--- config.mk ---
export PLATFORM = sky130hd
export DESIGN_NAME = action_control_fsm
export DESIGN_NICKNAME = d
export VERILOG_FILES = /design/src/rtl/action_control_fsm.sv
export SDC_FILE = /design/constraint.sdc
export NUM_CORES = 1
export LEC_CHECK = 0
export CAP_MARGIN = 30
export CORE_MARGIN = 10
export CORE_UTILIZATION = 35
export CTS_CLUSTER_DIAMETER = 40
export CTS_CLUSTER_SIZE = 40
export DETAILED_ROUTE_END_ITERATION = 10
export GPL_ROUTABILITY_DRIVEN = 1
export SYNTH_ARGS = -nofsm -noshare
export SYNTH_HDL_FRONTEND = slang
export SYNTH_SLANG_ARGS = --single-unit
--- constraint.sdc ---
create_clock -name clk -period 5.9 [get_ports clk]
set_input_delay 1.77 -clock clk [delete_from_list [all_inputs] [get_ports clk]]
set_output_delay 1.77 -clock clk [all_outputs]
set_load 0.02 [all_outputs]
--- src/rtl/action_control_fsm.sv ---
// Duel round referee: clash / hit / edge-exit detection, timed death and clash holds,
// tug-of-war room index and winner. Optional macro ACTION_DOUBLE_KILL_EN enables double kills.
module action_control_fsm #(
  parameter int COORD_W    = 12,
  parameter int SCREEN_W   = 1024,
  parameter int PLAYER_W   = 64,
  parameter int PLAYER_H   = 128,
  parameter int EDGE       = 40,
  parameter int TIP_OFS    = 24,
  parameter int TIP_ZONE   = 40,
  parameter int SWORD_LEN  = 32,
  parameter int CLASH_TOL  = 2,
  parameter int DEAD_HOLD  = 60,
  parameter int CLASH_HOLD = 8,
  parameter int ROOMS      = 4,
  parameter int ROOM_W     = 5
) (
  input  logic                     clk,
  input  logic                     reset,
  input  logic                     frame_tick,
  input  logic [COORD_W-1:0]       xpos_playerL,
  input  logic [COORD_W-1:0]       ypos_playerL,
  input  logic [COORD_W-1:0]       xpos_playerR,
  input  logic [COORD_W-1:0]       ypos_playerR,
  input  logic [COORD_W-1:0]       xpos_sword_L,
  input  logic [COORD_W-1:0]       ypos_sword_L,
  input  logic [COORD_W-1:0]       xpos_sword_R,
  input  logic [COORD_W-1:0]       ypos_sword_R,
  output logic                     dead_L,
  output logic                     dead_R,
  output logic                     collision,
  output logic                     pos_reset,
  output logic signed [ROOM_W-1:0] room,
  output logic [1:0]               winner,
  output logic [2:0]               state_o
);

  localparam int S        = COORD_W + 2;
  localparam int HOLD_MAX = (DEAD_HOLD > CLASH_HOLD) ? DEAD_HOLD : CLASH_HOLD;
  localparam int CNT_W    = $clog2(HOLD_MAX);

  typedef logic signed [S-1:0]      coord_t;
  typedef logic signed [ROOM_W-1:0] room_t;
  typedef enum logic [2:0] {
    PLAY      = 3'd0,
    CLASH     = 3'd1,
    DEAD      = 3'd2,
    RESPAWN   = 3'd3,
    GAME_OVER = 3'd4
  } state_t;

  localparam coord_t C_EDGE_R   = coord_t'(EDGE);
  localparam coord_t C_EDGE_L   = coord_t'(SCREEN_W - EDGE - PLAYER_W);
  localparam coord_t C_SWORD    = coord_t'(SWORD_LEN);
  localparam coord_t C_TOL      = coord_t'(CLASH_TOL);
  localparam coord_t C_TIP_LO   = coord_t'(PLAYER_W - TIP_OFS - TIP_ZONE);
  localparam coord_t C_TIP_HI   = coord_t'(PLAYER_W - TIP_OFS);
  localparam coord_t C_TIP_OFS  = coord_t'(TIP_OFS);
  localparam coord_t C_TIP_ZONE = coord_t'(TIP_ZONE);
  localparam coord_t C_PH       = coord_t'(PLAYER_H);
  localparam room_t  R_MAX      = room_t'(ROOMS);
  localparam room_t  R_MIN      = room_t'(-ROOMS);

  // Zero-extend into a signed domain so xR-TIP_OFS near the left edge cannot wrap.
  function automatic coord_t ext(input logic [COORD_W-1:0] v);
    return coord_t'({2'b00, v});
  endfunction

  coord_t xl, yl, xr, yr, xsl, ysl, xsr, ysr, clash_d;
  logic   edge_r, edge_l, same_y, clash_hit, hit_l, hit_r;

  state_t           state;
  logic [CNT_W-1:0] cnt;
`ifdef ACTION_DOUBLE_KILL_EN
  logic             dbl;
`endif

  assign xl  = ext(xpos_playerL);
  assign yl  = ext(ypos_playerL);
  assign xr  = ext(xpos_playerR);
  assign yr  = ext(ypos_playerR);
  assign xsl = ext(xpos_sword_L);
  assign ysl = ext(ypos_sword_L);
  assign xsr = ext(xpos_sword_R);
  assign ysr = ext(ypos_sword_R);

  assign edge_r    = (xr <= C_EDGE_R);
  assign edge_l    = (xl >= C_EDGE_L);
  assign same_y    = (ysl == ysr);
  assign clash_d   = xsl + C_SWORD - xsr;
  assign clash_hit = same_y && (clash_d <= C_TOL) && (clash_d >= -C_TOL);

  // hit_l: R's blade lands in L's body zone; hit_r: L's blade lands in R's body zone.
  assign hit_l = !same_y && (xsr > xl + C_TIP_LO) && (xsr <= xl + C_TIP_HI)
                 && (ysr > yl) && (ysr < yl + C_PH);
  assign hit_r = !same_y && (xsl >= xr - C_TIP_OFS) && (xsl < xr - C_TIP_OFS + C_TIP_ZONE)
                 && (ysl > yr) && (ysl < yr + C_PH);

  assign state_o = state;

  always_ff @(posedge clk or negedge reset) begin
    if (!reset) begin
      state     <= PLAY;
      cnt       <= '0;
      dead_L    <= 1'b0;
      dead_R    <= 1'b0;
      collision <= 1'b0;
      pos_reset <= 1'b0;
      room      <= '0;
      winner    <= 2'b00;
`ifdef ACTION_DOUBLE_KILL_EN
      dbl       <= 1'b0;
`endif
    end else begin
      pos_reset <= 1'b0;
      case (state)
        PLAY: begin
          if (frame_tick) begin
            if (edge_r) begin
              room      <= (room == R_MIN) ? room : room - room_t'(1);
              pos_reset <= 1'b1;
              state     <= RESPAWN;
            end else if (edge_l) begin
              room      <= (room == R_MAX) ? room : room + room_t'(1);
              pos_reset <= 1'b1;
              state     <= RESPAWN;
            end else if (clash_hit) begin
              collision <= 1'b1;
              cnt       <= '0;
              state     <= CLASH;
            end else if (hit_l || hit_r) begin
              dead_L <= hit_l;
`ifdef ACTION_DOUBLE_KILL_EN
              dead_R <= hit_r;
              dbl    <= hit_l && hit_r;
`else
              dead_R <= hit_r && !hit_l;
`endif
              cnt    <= '0;
              state  <= DEAD;
            end
          end
        end
        CLASH: begin
          if (frame_tick) begin
            if (cnt == CNT_W'(CLASH_HOLD - 1)) begin
              collision <= 1'b0;
              state     <= PLAY;
            end else begin
              cnt <= cnt + 1'b1;
            end
          end
        end
        DEAD: begin
          if (frame_tick) begin
            if (cnt == CNT_W'(DEAD_HOLD - 1)) begin
              dead_L    <= 1'b0;
              dead_R    <= 1'b0;
              pos_reset <= 1'b1;
              state     <= RESPAWN;
            end else begin
              cnt <= cnt + 1'b1;
            end
          end
        end
        RESPAWN: begin
          // Any tick arriving in this clk is deliberately dropped.
          if (room == R_MAX || room == R_MIN) begin
            state <= GAME_OVER;
`ifdef ACTION_DOUBLE_KILL_EN
            winner <= dbl ? 2'b11 : ((room == R_MAX) ? 2'b01 : 2'b10);
`else
            winner <= (room == R_MAX) ? 2'b01 : 2'b10;
`endif
          end else begin
            state <= PLAY;
          end
`ifdef ACTION_DOUBLE_KILL_EN
          dbl <= 1'b0;
`endif
        end
        GAME_OVER: begin
          state <= GAME_OVER;
        end
        default: begin
          state <= PLAY;
        end
      endcase
    end
  end

endmodule

After elaboration in Yosys (flattened, before gate mapping)
Cells that the tools add are included.
{"block": "word_totals", "reg_bits": 20, "in_bits": 99, "output_inout_bits": 14, "elab_cells": 134}
{"block": "classes", "addsub": 10, "order_cmp": 12, "eq_ne": 25, "n_mux": 53, "reduce_logical": 26}
{"operator": "two-way mux 6 bit", "count": 9}
{"operator": "greater-than comparator 12 bit", "count": 3}
{"operator": "two-way mux 3 bit", "count": 10}
{"operator": "inequality test 2 bit, second input constant", "count": 14}
{"operator": "adder 12 x 6 -> 13 bit, second input constant", "count": 2}
{"operator": "adder 12 x 8 -> 13 bit, second input constant", "count": 2}
{"operator": "less-than comparator 12 x 13 -> 1 bit", "count": 2}
{"operator": "two-way mux 1 bit", "count": 23}
{"operator": "two-way mux 5 bit", "count": 4}
{"operator": "case mux 6 bit (3 select lines)", "count": 1}
{"operator": "case mux 3 bit (5 select lines)", "count": 1}
{"operator": "adder 13 x 7 -> 14 bit, second input constant", "count": 1}
{"operator": "greater-or-equal comparator 14 x 2 -> 1 bit, second input constant", "count": 1}
{"operator": "less-or-equal comparator 14 x 3 -> 1 bit, second input constant", "count": 1}
{"operator": "less-than comparator 13 x 14 -> 1 bit", "count": 1}
{"operator": "subtractor 13 x 12 -> 14 bit", "count": 1}
{"operator": "greater-or-equal comparator 13 bit", "count": 1}
{"operator": "less-or-equal comparator 12 x 13 -> 1 bit", "count": 1}
{"operator": "subtractor 12 x 5 -> 13 bit, second input constant", "count": 1}
{"operator": "equality test 12 bit", "count": 1}
{"operator": "greater-or-equal comparator 12 x 10 -> 1 bit, second input constant", "count": 1}
{"operator": "less-or-equal comparator 12 x 6 -> 1 bit, second input constant", "count": 1}
{"operator": "logical AND 1 bit", "count": 11}
{"operator": "AND reduction 9 bit", "count": 1}
{"operator": "24 further kinds", "count": 32}

Depth between registers and ports, before layout
{"block": "logic_depth", "ltp_word": 14, "mapped_depth": 19, "mapped_depth_nobuf": 18}

Worst setup path after synthesis
No wires, ideal clock.
{"block": "synth_path", "path_type": "in2reg", "start": "input port xpos_playerR[3]", "end": "register dead_L", "arrival_ns": 5.311, "required_time_ns": 5.780, "setup_slack_ns": 0.469, "cell_stages": 16, "path_buffers": 1, "path_cell_list": "buf_4 inv_1 ha_1 o311ai_0 a21oi_1 a22o_1 a221o_2 ha_1 a21o_1 a21oi_1 nor2_1 a2111oi_0 a31oi_1 or4b_1 or2_1 a31o_1"}
{"block": "synth_between", "elab_chain_cells": 9, "elab_cells_between_ends": 13, "cone_classes": "add/sub (2); order compare (3); eq/ne (2); reduce/logical (6)"}
{"item": "from (decl)", "line": "23", "text": "input logic [COORD_W-1:0] xpos_playerR,"}
{"item": "subtractor 12 x 5 -> 13 bit", "line": "96", "text": "assign hit_r = !same_y && (xsl >= xr - C_TIP_OFS) && (xsl < xr - C_TIP_OFS + C_TIP_ZONE)"}
{"item": "adder 13 x 7 -> 14 bit / greater-or-equal comparator 13 bit (equally long branches)", "line": "96"}
{"item": "less-than comparator 13 x 14 -> 1 bit / logical AND 1 bit (equally long branches)", "line": "96"}
{"item": "logical AND 1 bit", "line": "96"}
{"item": "logical AND 1 bit (2 in a row)", "line": "97", "text": "&& (ysl > yr) && (ysl < yr + C_PH);"}
{"item": "logical OR 1 bit", "line": "131", "text": "end else if (hit_l || hit_r) begin"}
{"item": "inequality test 2 bit (no source line)"}
{"item": "AND reduction 8 bit (no source line) *"}
{"item": "to (signal assigned)", "line": "132", "text": "dead_L <= hit_l;"}
{"item": "to (decl)", "line": "29", "text": "output logic dead_L,"}
Mark *: on every way between the ends. The rest lies on a longest branch, timed or not.
A chain may end at the register's enable or synchronous reset.

Worst setup path in the final report
Ends and elaborated chain as after synthesis.

==> metrics.cfg <==
[run_status]
status=finished clean

[yosys]
syn_inst=625
synth_top_area_cell=ha_1
ys_ff_latch=20
synth.most_common_cell=ha_1
async_flop_share_pct=100
synth_ff_type=dfrtp_1
netlist-cell-type-count=75
synth_top_area_share_pct=27.4
syn-cell-area_mm2=0.00489
synth.avg_cell_area_um2=7.82
syn-num-nets=834
ys_seq_area_share_pct=10.2
synth_edf_count=0
synthTopCellsByArea=ha_1 27%, dfrtp_1 10%, inv_1 5.8%, xor2_1 4.7%, a21oi_1 4.5%
yosysWarnings=0
synthTopCellsByCount=107 x ha_1, 75 x inv_1, 44 x a21oi_1, 43 x nor2_1, 42 x nand2_1

[routing]
drt_iter0_drc=274
vias=4947
ant_nets=0
drt_wl_total_mm=14.8
drc=0
first_pass_iters=4
wl_per_cell_um=15.8
viasPerCell=5.27

[pwr]
pwr-share-comb_pct=64.7
clkPwrFrac_pct=12.0
p_sw_share_pct=44.4
leakage_uw=0.00302
intPower_uw=636
p_switching_uw=508
power_frac_seq_pct=23.3
worst_ir_drop_vdd_uv=112
powerDensity_mw_per_mm2=176

[finish]
fin_cells=938
diodes=0
area.growth.synth_to_final_pct=32.7
nNetsFinal=969
drive_above_1_share_pct=6.99
finish.utilization_pct=47.1
finalInstanceArea_mm2=0.00649

[timing]
relSlewSlack_pct=43.9
setup_slack_ps=163
finalSetupViolations=0
finalCritPeriodShare_pct=97.2
clock.fmax_ghz=0.174
clock_skew_ps=3.19
finalHoldViolCount=0
final.min_clock_period_ps=5740
drv_slew=0
tightest_slew_ps=833

[hold_path]
hold_path_class=reg -> reg

[clock_network]
cts.sinks=20
clock_path_buffers=2
cts_tree=yes
clock_latency_ps=250
tritoncts.num_buffers=3
cts_root_buf=clkbuf_16
h-tree-depth=1
clk_pin_slew_ps=50
cts_hold_buffers=0

[die]
die_area_mm2=0.0191
start_util_pct=35.5
die_w_um=138
top_level_ports=113
num_rows=43
die_h_um=138
core_mm2=0.0138

[critical_path]
crit_chain=clkdlybuf4s50_1 > inv_1 > ha_1 > o311ai_1 > a21oi_1 > a22o_1 > a221o_2 > ha_1 > a21o_1 > a21oi_1 > nor2_1 > a2111oi_2 > a31oi_1 > or4b_4 > or2_1 > a31o_1
critPathLaunchType=input port
critPathArrivalTime_ps=5880
path_max_fanout=3
worstSetupPathType=in -> reg
crit_buf_inv=2
required_ps=6040
slowest_delay_ps=570
crit_slowest_cell=or4b_4
cpLargestDelayFamily=compound AO/OA/AOI/OAI gates
critPathCaptureType=flop

[grt]
grt_usage_pct=14.9
grt_max_degree=21
grt_pass1_vias=5085
antenna_found_initial=0
grt_first_pass_wirelength_mm=25.0
overflow=0

[place]
hpwl_mm=12.9
place_area_mm2=0.00636
dpl.cell_count=934
port-buffer-count=112
gp_congestion=0.902
pre_cts_ws_ps=-240

[flow_run]
maxCapViolCount=0

placed cells by master (no fill, tap or decap), drive strengths merged, types with 6 or more instances in the layout:
cell	n
ha	107
o211ai	7
nand2	42
clkdlybuf4s50	112
dfrtp	20
buf	27
a31oi	10
o21a	11
mux2i	6
nand3	19
nor2b	13
nand4	9
nor4	12
xor2	27
o21ai	27
a21oi	44
nand2b	7
nor2	43
nor3	17
xnor2	22
a21o	14
inv	75
state kept, by name (all words and copies together), names as in the netlist:
signal and cells:
dead_R 1, winner 2, state_o 3, room 5, dead_L 1, pos_reset 1
cnt 6, collision 1
stage by stage:
stage	setup TNS, ps	total power (uW)	hold WS (ps)
after global placement	-1280	975	489
after CTS	0	1140	519
final	0	1140	514
after floorplan	0	721	474
after detailed placement	-1620	996	511
after global routing	-7.27	1260	535
timing repair:
| item | CTS | global route |
|---|---|---|
| pin swaps | 0 | 1 |
| buffers inserted | 0 | 0 |
| gates resized for setup | 1 | 6 |
| setup endpoints to repair | 2 | 9 |
cell families after synthesis:
family          share of synthesized area, %
flops                                   10.2
compound gates                          22.1
fa+ha+maj                               28.6
xor+xnor                                9.16
simple gates                            20.9
buf+inv                                 7.09
mux                                     1.92
metal layers:
layer  share of wire, %  global-route usage (%)
met1                 47                    19.1
met2                 49                    26.9
met3                3.5                    1.58
met4               0.51                    1.83
met5                  0                       0
path summary, 6_finish.rpt:
kind | from | end | slack [ps] | depth (start not counted)
max in group asynchronous | reset | room[0] | 3860 | 2
worst max-delay path | xpos_playerR[3] | dead_L | 160 | 16
worst min register to register | cnt[0] | cnt[0] | 510 | 1
min in group asynchronous | reset | cnt[4] | 1900 | 2
worst max register to register | state_o[2] | room[1] | 3770 | 5
worst min-delay path | cnt[0] | cnt[0] | 510 | 1
area by class of cell:
| cell class | instances | area (um^2) |
|---|---|---|
| clock buffers | 3 | 75.1 |
| fillers | 1406 | 7290 |
| inverters | 75 | 282 |
| multi-input cells | 521 | 4060 |
| flip-flops and latches | 20 | 500 |
| well taps | 180 | 225 |
| repair buffers | 139 | 1340 |
power groups by stage:
stage	sequential, uW	clock (uW)	combinational (uW)
2_1_floorplan	266	0	455
3_3_place_gp	265	0	709
3_5_place_dp	268	0	727
4_1_cts	266	140	734
5_1_grt	278	149	833
6_report	267	137	740
Note: power is estimated with default switching activity, not from simulation.
